--- config.mk ---
export PLATFORM = sky130hd
export DESIGN_NAME = clock_div_multi_flat
export DESIGN_NICKNAME = d
export VERILOG_FILES = /design/src/rtl/clock_div_multi_pkg.sv /design/src/rtl/clock_div_multi_if.sv /design/src/rtl/clock_div_multi_ch.sv /design/src/rtl/clock_div_multi.sv /design/src/flat_wrapper.sv
export SDC_FILE = /design/constraint.sdc
export NUM_CORES = 1
export LEC_CHECK = 0
export ABC_CLOCK_PERIOD_IN_PS = 13200
export CAP_MARGIN = 20
export CORE_AREA = 2 2 171 173
export DETAILED_ROUTE_END_ITERATION = 10
export DIE_AREA = 0 0 173 175
export HOLD_SLACK_MARGIN = 0.03
export PLACE_DENSITY = 0.8
export SYNTH_ARGS = -nofsm -noshare
export SYNTH_HDL_FRONTEND = slang
export SYNTH_SLANG_ARGS = --single-unit
--- constraint.sdc ---
create_clock -name clk_in -period 13.2 [get_ports clk_in]
set_input_delay 3.96 -clock clk_in [delete_from_list [all_inputs] [get_ports clk_in]]
set_output_delay 3.96 -clock clk_in [all_outputs]
set_load 0.03 [all_outputs]
--- src/rtl/clock_div_multi_pkg.sv ---
// Shared constants and elaboration-time helpers for the multi-channel clock divider.
package clock_div_pkg;

  localparam int DEF_CLK_IN  = 25_000_000;
  localparam int DEF_CLK_OUT = 2;

  function automatic int half_def(input int clk_in, input int clk_out_def);
    return (clk_in / clk_out_def) / 2;
  endfunction

  function automatic int ch_idx_w(input int ch);
    return (ch > 1) ? $clog2(ch) : 1;
  endfunction

endpackage

--- src/rtl/clock_div_multi_if.sv ---
// Valid/ready configuration port: selects a channel and carries its new half-period.
interface clock_div_multi_if
  import clock_div_pkg::*;
#(
  parameter int CH = 4,
  parameter int W  = 24
);
  localparam int CHW = ch_idx_w(CH);

  logic           cfg_valid;
  logic           cfg_ready;
  logic [CHW-1:0] cfg_ch;
  logic [W-1:0]   cfg_half;

  modport master (output cfg_valid, output cfg_ch, output cfg_half, input cfg_ready);
  modport slave  (input cfg_valid, input cfg_ch, input cfg_half, output cfg_ready);

endinterface

--- src/rtl/clock_div_multi_ch.sv ---
// One divider channel: half-period counter, toggle, end-of-period tick and pending half-period slot.
// Optional lock indicator built only when CLOCK_DIV_LOCK_EN is defined.
module clock_div_ch #(
  parameter int             W        = 24,
  parameter logic [W-1:0]   HALF_DEF = W'(1)
) (
  input  logic         clk_in,
  input  logic         rst,
  input  logic         en,
  input  logic         sync,
  input  logic         wr_en,
  input  logic [W-1:0] wr_half,
  output logic         pend_valid,
  output logic         clk_out,
  output logic         tick
`ifdef CLOCK_DIV_LOCK_EN
  ,
  output logic         locked
`endif
);

  logic [W-1:0] cnt_q, cnt_d;
  logic [W-1:0] half_q, half_d;
  logic [W-1:0] pend_half_q, pend_half_d;
  logic         pend_valid_q, pend_valid_d;
  logic         clk_q, clk_d;
  logic         tick_q, tick_d;
  logic         frozen;
  logic         last;
  logic         apply;
`ifdef CLOCK_DIV_LOCK_EN
  logic         lock_q, lock_d;
`endif

  always_comb begin
    cnt_d        = cnt_q;
    half_d       = half_q;
    pend_half_d  = pend_half_q;
    pend_valid_d = pend_valid_q;
    clk_d        = clk_q;
    tick_d       = 1'b0;
    apply        = 1'b0;
    frozen       = ~en | (half_q == '0);
    last         = (cnt_q == half_q - W'(1));

    if (sync | frozen) begin
      cnt_d = '0;
      clk_d = 1'b0;
      apply = pend_valid_q;
    end else if (last) begin
      cnt_d  = '0;
      clk_d  = ~clk_q;
      // The 1->0 toggle closes a period: tick and swap in any pending half-period.
      tick_d = clk_q;
      apply  = pend_valid_q & clk_q;
    end else begin
      cnt_d = cnt_q + W'(1);
    end

    if (apply) begin
      half_d       = pend_half_q;
      pend_valid_d = 1'b0;
    end
    // Writes only arrive while the slot is empty, so they never collide with an apply.
    if (wr_en) begin
      pend_valid_d = 1'b1;
      pend_half_d  = wr_half;
    end
  end

`ifdef CLOCK_DIV_LOCK_EN
  always_comb begin
    lock_d = lock_q;
    if (sync | frozen | apply) lock_d = 1'b0;
    else if (tick_d)           lock_d = 1'b1;
  end
`endif

  always_ff @(posedge clk_in or posedge rst) begin
    if (rst) begin
      cnt_q        <= '0;
      half_q       <= HALF_DEF;
      pend_half_q  <= '0;
      pend_valid_q <= 1'b0;
      clk_q        <= 1'b0;
      tick_q       <= 1'b0;
    end else begin
      cnt_q        <= cnt_d;
      half_q       <= half_d;
      pend_half_q  <= pend_half_d;
      pend_valid_q <= pend_valid_d;
      clk_q        <= clk_d;
      tick_q       <= tick_d;
    end
  end

`ifdef CLOCK_DIV_LOCK_EN
  always_ff @(posedge clk_in or posedge rst) begin
    if (rst) lock_q <= 1'b0;
    else     lock_q <= lock_d;
  end

  assign locked = lock_q;
`endif

  assign pend_valid = pend_valid_q;
  assign clk_out    = clk_q;
  assign tick       = tick_q;

endmodule

--- src/rtl/clock_div_multi.sv ---
// N-channel programmable clock divider top: config decode, ready mux and sync fan-out.
// Optional per-channel lock output enabled by defining CLOCK_DIV_LOCK_EN.
module clock_div_multi
  import clock_div_pkg::*;
#(
  parameter int CLK_IN      = DEF_CLK_IN,
  parameter int CLK_OUT_DEF = DEF_CLK_OUT,
  parameter int CH          = 4,
  parameter int W           = 24
) (
  input  logic              clk_in,
  input  logic              rst,
  input  logic [CH-1:0]     ch_en,
  input  logic              sync,
  clock_div_multi_if.slave  cfg,
  output logic [CH-1:0]     clk_out,
  output logic [CH-1:0]     tick
`ifdef CLOCK_DIV_LOCK_EN
  ,
  output logic [CH-1:0]     locked
`endif
);

  localparam int           CHW      = ch_idx_w(CH);
  localparam logic [W-1:0] HALF_DEF = W'(half_def(CLK_IN, CLK_OUT_DEF));

  logic [CH-1:0] pend_valid;
  logic [CH-1:0] wr_en;
  logic          cfg_ready;
  logic          cfg_fire;

  // Out-of-range channel indices stay ready so their writes are accepted and dropped.
  always_comb begin
    cfg_ready = 1'b1;
    for (int i = 0; i < CH; i++) begin
      if (cfg.cfg_ch == CHW'(i)) cfg_ready = ~pend_valid[i];
    end
  end

  assign cfg.cfg_ready = cfg_ready;
  assign cfg_fire      = cfg.cfg_valid & cfg_ready;

  for (genvar g = 0; g < CH; g++) begin : g_ch
    assign wr_en[g] = cfg_fire & (cfg.cfg_ch == CHW'(g));

    clock_div_ch #(
      .W        (W),
      .HALF_DEF (HALF_DEF)
    ) u_ch (
      .clk_in     (clk_in),
      .rst        (rst),
      .en         (ch_en[g]),
      .sync       (sync),
      .wr_en      (wr_en[g]),
      .wr_half    (cfg.cfg_half),
      .pend_valid (pend_valid[g]),
      .clk_out    (clk_out[g]),
      .tick       (tick[g])
`ifdef CLOCK_DIV_LOCK_EN
      ,
      .locked     (locked[g])
`endif
    );
  end

endmodule

--- src/flat_wrapper.sv ---
// flat-port wrapper written by rule: the top's interface ports become plain ports
module clock_div_multi_flat import clock_div_pkg::*;
#(
  parameter int CLK_IN      = DEF_CLK_IN,
  parameter int CLK_OUT_DEF = DEF_CLK_OUT,
  parameter int CH          = 4,
  parameter int W           = 24
)
  (clk_in, rst, ch_en, sync, clk_out, tick, cfg_cfg_valid, cfg_cfg_ch, cfg_cfg_half, cfg_cfg_ready);
  clock_div_multi_if #(.CH(CH), .W(W)) cfg_i ();
  input  logic clk_in;
  input  logic rst;
  input  logic [CH-1:0] ch_en;
  input  logic sync;
  output logic [CH-1:0] clk_out;
  output logic [CH-1:0] tick;
  input wire logic [$bits(cfg_i.cfg_valid)-1:0] cfg_cfg_valid;
  input wire logic [$bits(cfg_i.cfg_ch)-1:0] cfg_cfg_ch;
  input wire logic [$bits(cfg_i.cfg_half)-1:0] cfg_cfg_half;
  output wire logic [$bits(cfg_i.cfg_ready)-1:0] cfg_cfg_ready;
  assign cfg_i.cfg_valid = cfg_cfg_valid;
  assign cfg_i.cfg_ch = cfg_cfg_ch;
  assign cfg_i.cfg_half = cfg_cfg_half;
  assign cfg_cfg_ready = cfg_i.cfg_ready;
  clock_div_multi #(.CLK_IN(CLK_IN), .CLK_OUT_DEF(CLK_OUT_DEF), .CH(CH), .W(W)) u_core (.clk_in(clk_in), .rst(rst), .ch_en(ch_en), .sync(sync), .cfg(cfg_i), .clk_out(clk_out), .tick(tick));
endmodule
### After elaboration in Yosys (flattened, before gate mapping)

Cells that the tools add are included.

| cells by class | value |
|---|---|
| add/subtract/negate cells | 8 |
| equal/unequal tests | 7 |
| multiplexer cells | 44 |
| bitwise logic cells | 29 |
| reductions and logical operators | 13 |

Operators by type and width:

| operator | count |
|---|---|
| two-way mux 24 bit | 8 |
| adder 24 x 1 -> 24 bit, second input constant | 4 |
| == test 24 bit | 4 |
| logical NOT 24 bit | 4 |
| subtractor 24 x 1 -> 24 bit, second input constant | 4 |
| two-way mux 1 bit | 36 |
| nonzero test 2 bit | 8 |
| NOT 1 bit | 12 |
| AND 1 bit | 9 |
| OR 1 bit | 8 |
| == test 2 bit, second input constant | 2 |
| == test 2 x 1 -> 1 bit, second input constant | 1 |
| logical NOT 2 bit | 1 |

| storage, ports and cells | value |
|---|---|
| register bits after elaboration | 300 |
| bits of input ports | 34 |
| output and inout port bits | 9 |
| word-level logic and storage cells | 125 |

### Logic depth before layout (Yosys ltp)

| depth | value |
|---|---|
| word-level depth | 8 |
| gate-level depth with buffers | 13 |
| mapped depth without buffers | 10 |

### Modules after synthesis

From an unflattened synthesis, not the netlist that was laid out.

| second synthesis, totals | value |
|---|---|
| cell total of the unflattened synthesis | 2149 |
| area, all modules | 19713.9 um^2 |

By module, submodules not included:

| module | instances | cells an instance | area each (um^2) | seq. area each (um^2) |
|---|---|---|---|---|
| clock_div_ch (u_core.g_ch[0].u_ch ...) | 3 | 536 | 4906.0 | 1891.8 |
| clock_div_ch (u_core.g_ch[3].u_ch) | 1 | 534 | 4934.7 | 1891.8 |
| clock_div_multi | 1 | 7 | 61.3 | 0.0 |

### Least setup slack after synthesis

Ideal clock, no wire load.

| path | value |
|---|---|
| path type | input port to output port |
| start | input port cfg_cfg_ch[0] |
| end | output port cfg_cfg_ready |
| arrival time | 4.634 ns |
| required time | 9.240 ns |
| slack | 4.606 ns |
| stages on the path | 2 |
| path buffers | 0 |
| cells stage by stage | mux4_2 > inv_1 |

| on the way | value |
|---|---|
| cells in the longest elaborated chain, start to end | 5 |
| elaborated cells between the ends (all ways) | 8 |
| those cells by class | eq/ne (3); mux (4); reduce/logical (1) |

Ends and longest elaborated chain:

| item | RTL line | RTL |
|---|---|---|
| start, declared | flat_wrapper.sv:18 | `input wire logic [$bits(cfg_i.cfg_ch)-1:0] cfg_cfg_ch;` |
| logical NOT 2 bit | clock_div_multi.sv:36 | `if (cfg.cfg_ch == CHW'(i)) cfg_ready = ~pend_valid[i];` |
| two-way mux 1 bit (3 in series) | clock_div_multi.sv:36 |  |
| two-way mux 1 bit (*) | clock_div_multi.sv:36 |  |
| end, declared | flat_wrapper.sv:20 | `output wire logic [$bits(cfg_i.cfg_ready)-1:0] cfg_cfg_ready;` |

Every way passes the cells marked *; elsewhere a longest branch is shown, timed or not.

### Worst setup path in the final report

Ends and elaborated chain as after synthesis.

==> results.json <==
{
  "status": "finished clean",
  "nets": 1774,
  "syn_inst": 1762,
  "synth_area_leaders": "dfrtp_1 (36%), dfstp_2 (7.2%), mux2_2 (6.9%)",
  "grt_max_degree": 150,
  "path_cells": "clkdlybuf4s50_1 > mux4_2 > inv_1 > clkdlybuf4s50_1",
  "fmax_ghz": 0.1012,
  "die_y_um": 175,
  "yosys-top-cells-count": "dfrtp_1 (252), nor2_1 (171), mux2_2 (108), xor2_1 (105), nand2_1 (98)",
  "hold_buffers": 0,
  "numPortBuffers": 42,
  "die_area_mm2": 0.03028,
  "numCtsBuffers": 31,
  "place.detailed.hpwl_um": 28780,
  "worst-path-buf-inv": 3,
  "route.detailed.drc": 0,
  "setup_viol": 0,
  "async_flop_share": 1.000,
  "synth-seq-cells": 300,
  "syn_nets": 1804,
  "critPathMaxStageDelay_ns": 0.68,
  "yosysTopAreaCellShare": 0.3581,
  "crit_top_cell": "clkdlybuf4s50_1",
  "avgSynthCellArea_um2": 9.995,
  "cts_buffer_depth": 3,
  "drtAntennaViolNets": 0,
  "synth_flop_cell": "dfrtp_1",
  "syn_to_final_growth_pct": 8.775,
  "synth_edf_count": 0,
  "grt_pass1_vias": 13321,
  "cp.arrival_ns": 5.92,
  "end_kind": "output pin",
  "fp-row-count": 62,
  "slew_violations": 0,
  "crit_type": "input port to output pin",
  "wire_per_inst_um": 19.70,
  "max_cap_viol_count": 0,
  "drt-initial-drc-count": 1354,
  "worstMarginPinSlew_ns": 1.040,
  "critPathSlowestCell": "clkdlybuf4s50_1",
  "fin_crit_ns": 9.884,
  "io_pins": 43,
  "die_w_um": 173,
  "peakVddDrop_mv": 0.09964,
  "grt_first_pass_wirelength_um": 69840,
  "synth.cell_area_mm2": 0.01761,
  "antenna_found_initial": 2,
  "synthDistinctLibCells": 81,
  "initial_core_util": 0.6203,
  "hp-class": "register to register",
  "finClkSkew_ns": 0.01834,
  "yosys.area.top_type": "dfrtp_1",
  "drive_gt1_frac": 0.1548,
  "rsz0062_at_grt": "false",
  "cts_sinks": 300,
  "hold_viol_final": 0,
  "post_cts_buffers": 0,
  "grt_overflow_total": 0,
  "vias": 13711,
  "yosysWarnings": 0,
  "rrSetupSlack_ns": 8.77,
  "cts_root_buf": "clkbuf_16",
  "routed_via_density": 6.404,
  "power.density_mw_per_mm2": 146.4,
  "p_total_mw": 2.805,
  "cts_max_level": 1,
  "cts_resized": 0,
  "cp_max_fo": 5,
  "ys_seq_area_frac": 0.4297,
  "cts_tree": "built",
  "critPathLaunchType": "input port",
  "wirelength_um": 42170,
  "path_clk_slew_ns": 0.06,
  "setup_tns_ns": 0,
  "synth.most_common_cell": "dfrtp_1",
  "crit_family": "buffers and inverters",
  "firstDrtPassIters": 5,
  "num_antenna_cells": 0,
  "worst_slew_margin_rel": 0.3006,
  "cp.required_ns": 9.24,
  "gp_congestion": 0.9068,
  "hold-worst-slack_ns": 0.4860,
  "grtUsageTotal": 0.2808,
  "worstSkewPairLatency_ns": 0.57,
  "core_area_mm2": 0.02839,
  "final.period_utilization": 0.7488,
  "p_leak_nw": 7.169
}
final timing paths:
| kind | startpoint | endpoint | cells after the start |
|---|---|---|---|
| min in group asynchronous | rst | u_core.g_ch[3].u_ch.pend_half_q[22]$_DFFE_PP0P_ | 2 |
| min reg2reg | u_core.g_ch[0].u_ch.pend_half_q[1]$_DFFE_PP0P_ | u_core.g_ch[0].u_ch.half_q[1]$_DFFE_PP0P_ | 1 |
| min | u_core.g_ch[0].u_ch.pend_half_q[1]$_DFFE_PP0P_ | u_core.g_ch[0].u_ch.half_q[1]$_DFFE_PP0P_ | 1 |
| max reg2reg | u_core.g_ch[3].u_ch.half_q[0]$_DFFE_PP0P_ | u_core.g_ch[3].u_ch.half_q[21]$_DFFE_PP0P_ | 10 |
| max | cfg_cfg_ch[0] | cfg_cfg_ready | 4 |
| max in group asynchronous | rst | u_core.g_ch[2].u_ch.pend_valid$_DFFE_PP0P_ | 4 |
registers in the layout, indices dropped and copies added, names as in the netlist:
name,cells
u_core.g_ch.u_ch.clk_out,4
u_core.g_ch.u_ch.tick,4
u_core.g_ch.u_ch.pend_valid,4
u_core.g_ch.u_ch.half_q,96
u_core.g_ch.u_ch.cnt_q,96
u_core.g_ch.u_ch.pend_half_q,96
layer usage:
layer / global-route usage / vias up / part of all wire
li1: - / 6356 / -
met1: 0.3834 / 6821 / 0.44
met2: 0.4487 / 412 / 0.47
met3: 0.04482 / 120 / 0.055
met4: 0.1176 / 2 / 0.044
met5: 0 / - / 0.00031
metrics by stage:
| step | cell area, um2 | std cells | worst slack [ns] | utilization |
|---|---|---|---|---|
| after CTS | 19130 | 2140 | 3.291 | 0.6737 |
| after floorplan | 17610 | 1762 | 1.030 | - |
| final | 19160 | 2141 | 3.316 | 0.6747 |
| after global routing | 19160 | 2141 | 3.277 | 0.6747 |
| after global placement | 18120 | 2082 | 3.315 | 0.6384 |
| after detailed placement | 18120 | 2082 | 3.292 | 0.6384 |
layout by cell type, fill, tap and decap left out, types with 23 or more instances in the layout:
| cell type | count |
|---|---|
| dfrtp_1 | 250 |
| nor2_1 | 171 |
| mux2_2 | 108 |
| xor2_1 | 105 |
| nand2_1 | 98 |
| xnor2_1 | 94 |
| nand4_1 | 83 |
| nand3_1 | 59 |
| nor2b_1 | 56 |
| o211ai_1 | 48 |
| dfstp_2 | 48 |
| nor3b_1 | 47 |
| nor3_1 | 45 |
| a311oi_1 | 45 |
| clkdlybuf4s50_1 | 42 |
| inv_1 | 35 |
| nor4_1 | 32 |
| clkbuf_16 | 31 |
| and3_1 | 23 |
cell type report:
type / count / area [um2]
fill: 2222 / 9236
inverter: 36 / 142.6
timing repair buffer: 58 / 560.5
sequential: 300 / 7570
tap: 384 / 480.5
clock inverter: 10 / 103.9
clock buffer: 48 / 899.6
multi-input combinational: 1305 / 9399
report_power, final:
group	switching, mW	internal, mW
Clock	0.365	0.505
Combinational	0.300	0.309
Sequential	0.220	1.11
logic make-up (layout without fill, tap and decap cells):
logic type                 Yosys count  in the layout  synth area share
AOI/OAI and AO/OA                  231            231            0.1009
xor gates and xnor gates           199            199           0.09897
adders and majority gates            8              8          0.005684
buffers and inverters              157            152           0.03972
DFF                                300            300            0.4297
muxes                              157            157            0.1044
and+or+nand+nor                    710            710            0.2206
Power figures use the tool's default switching activity.
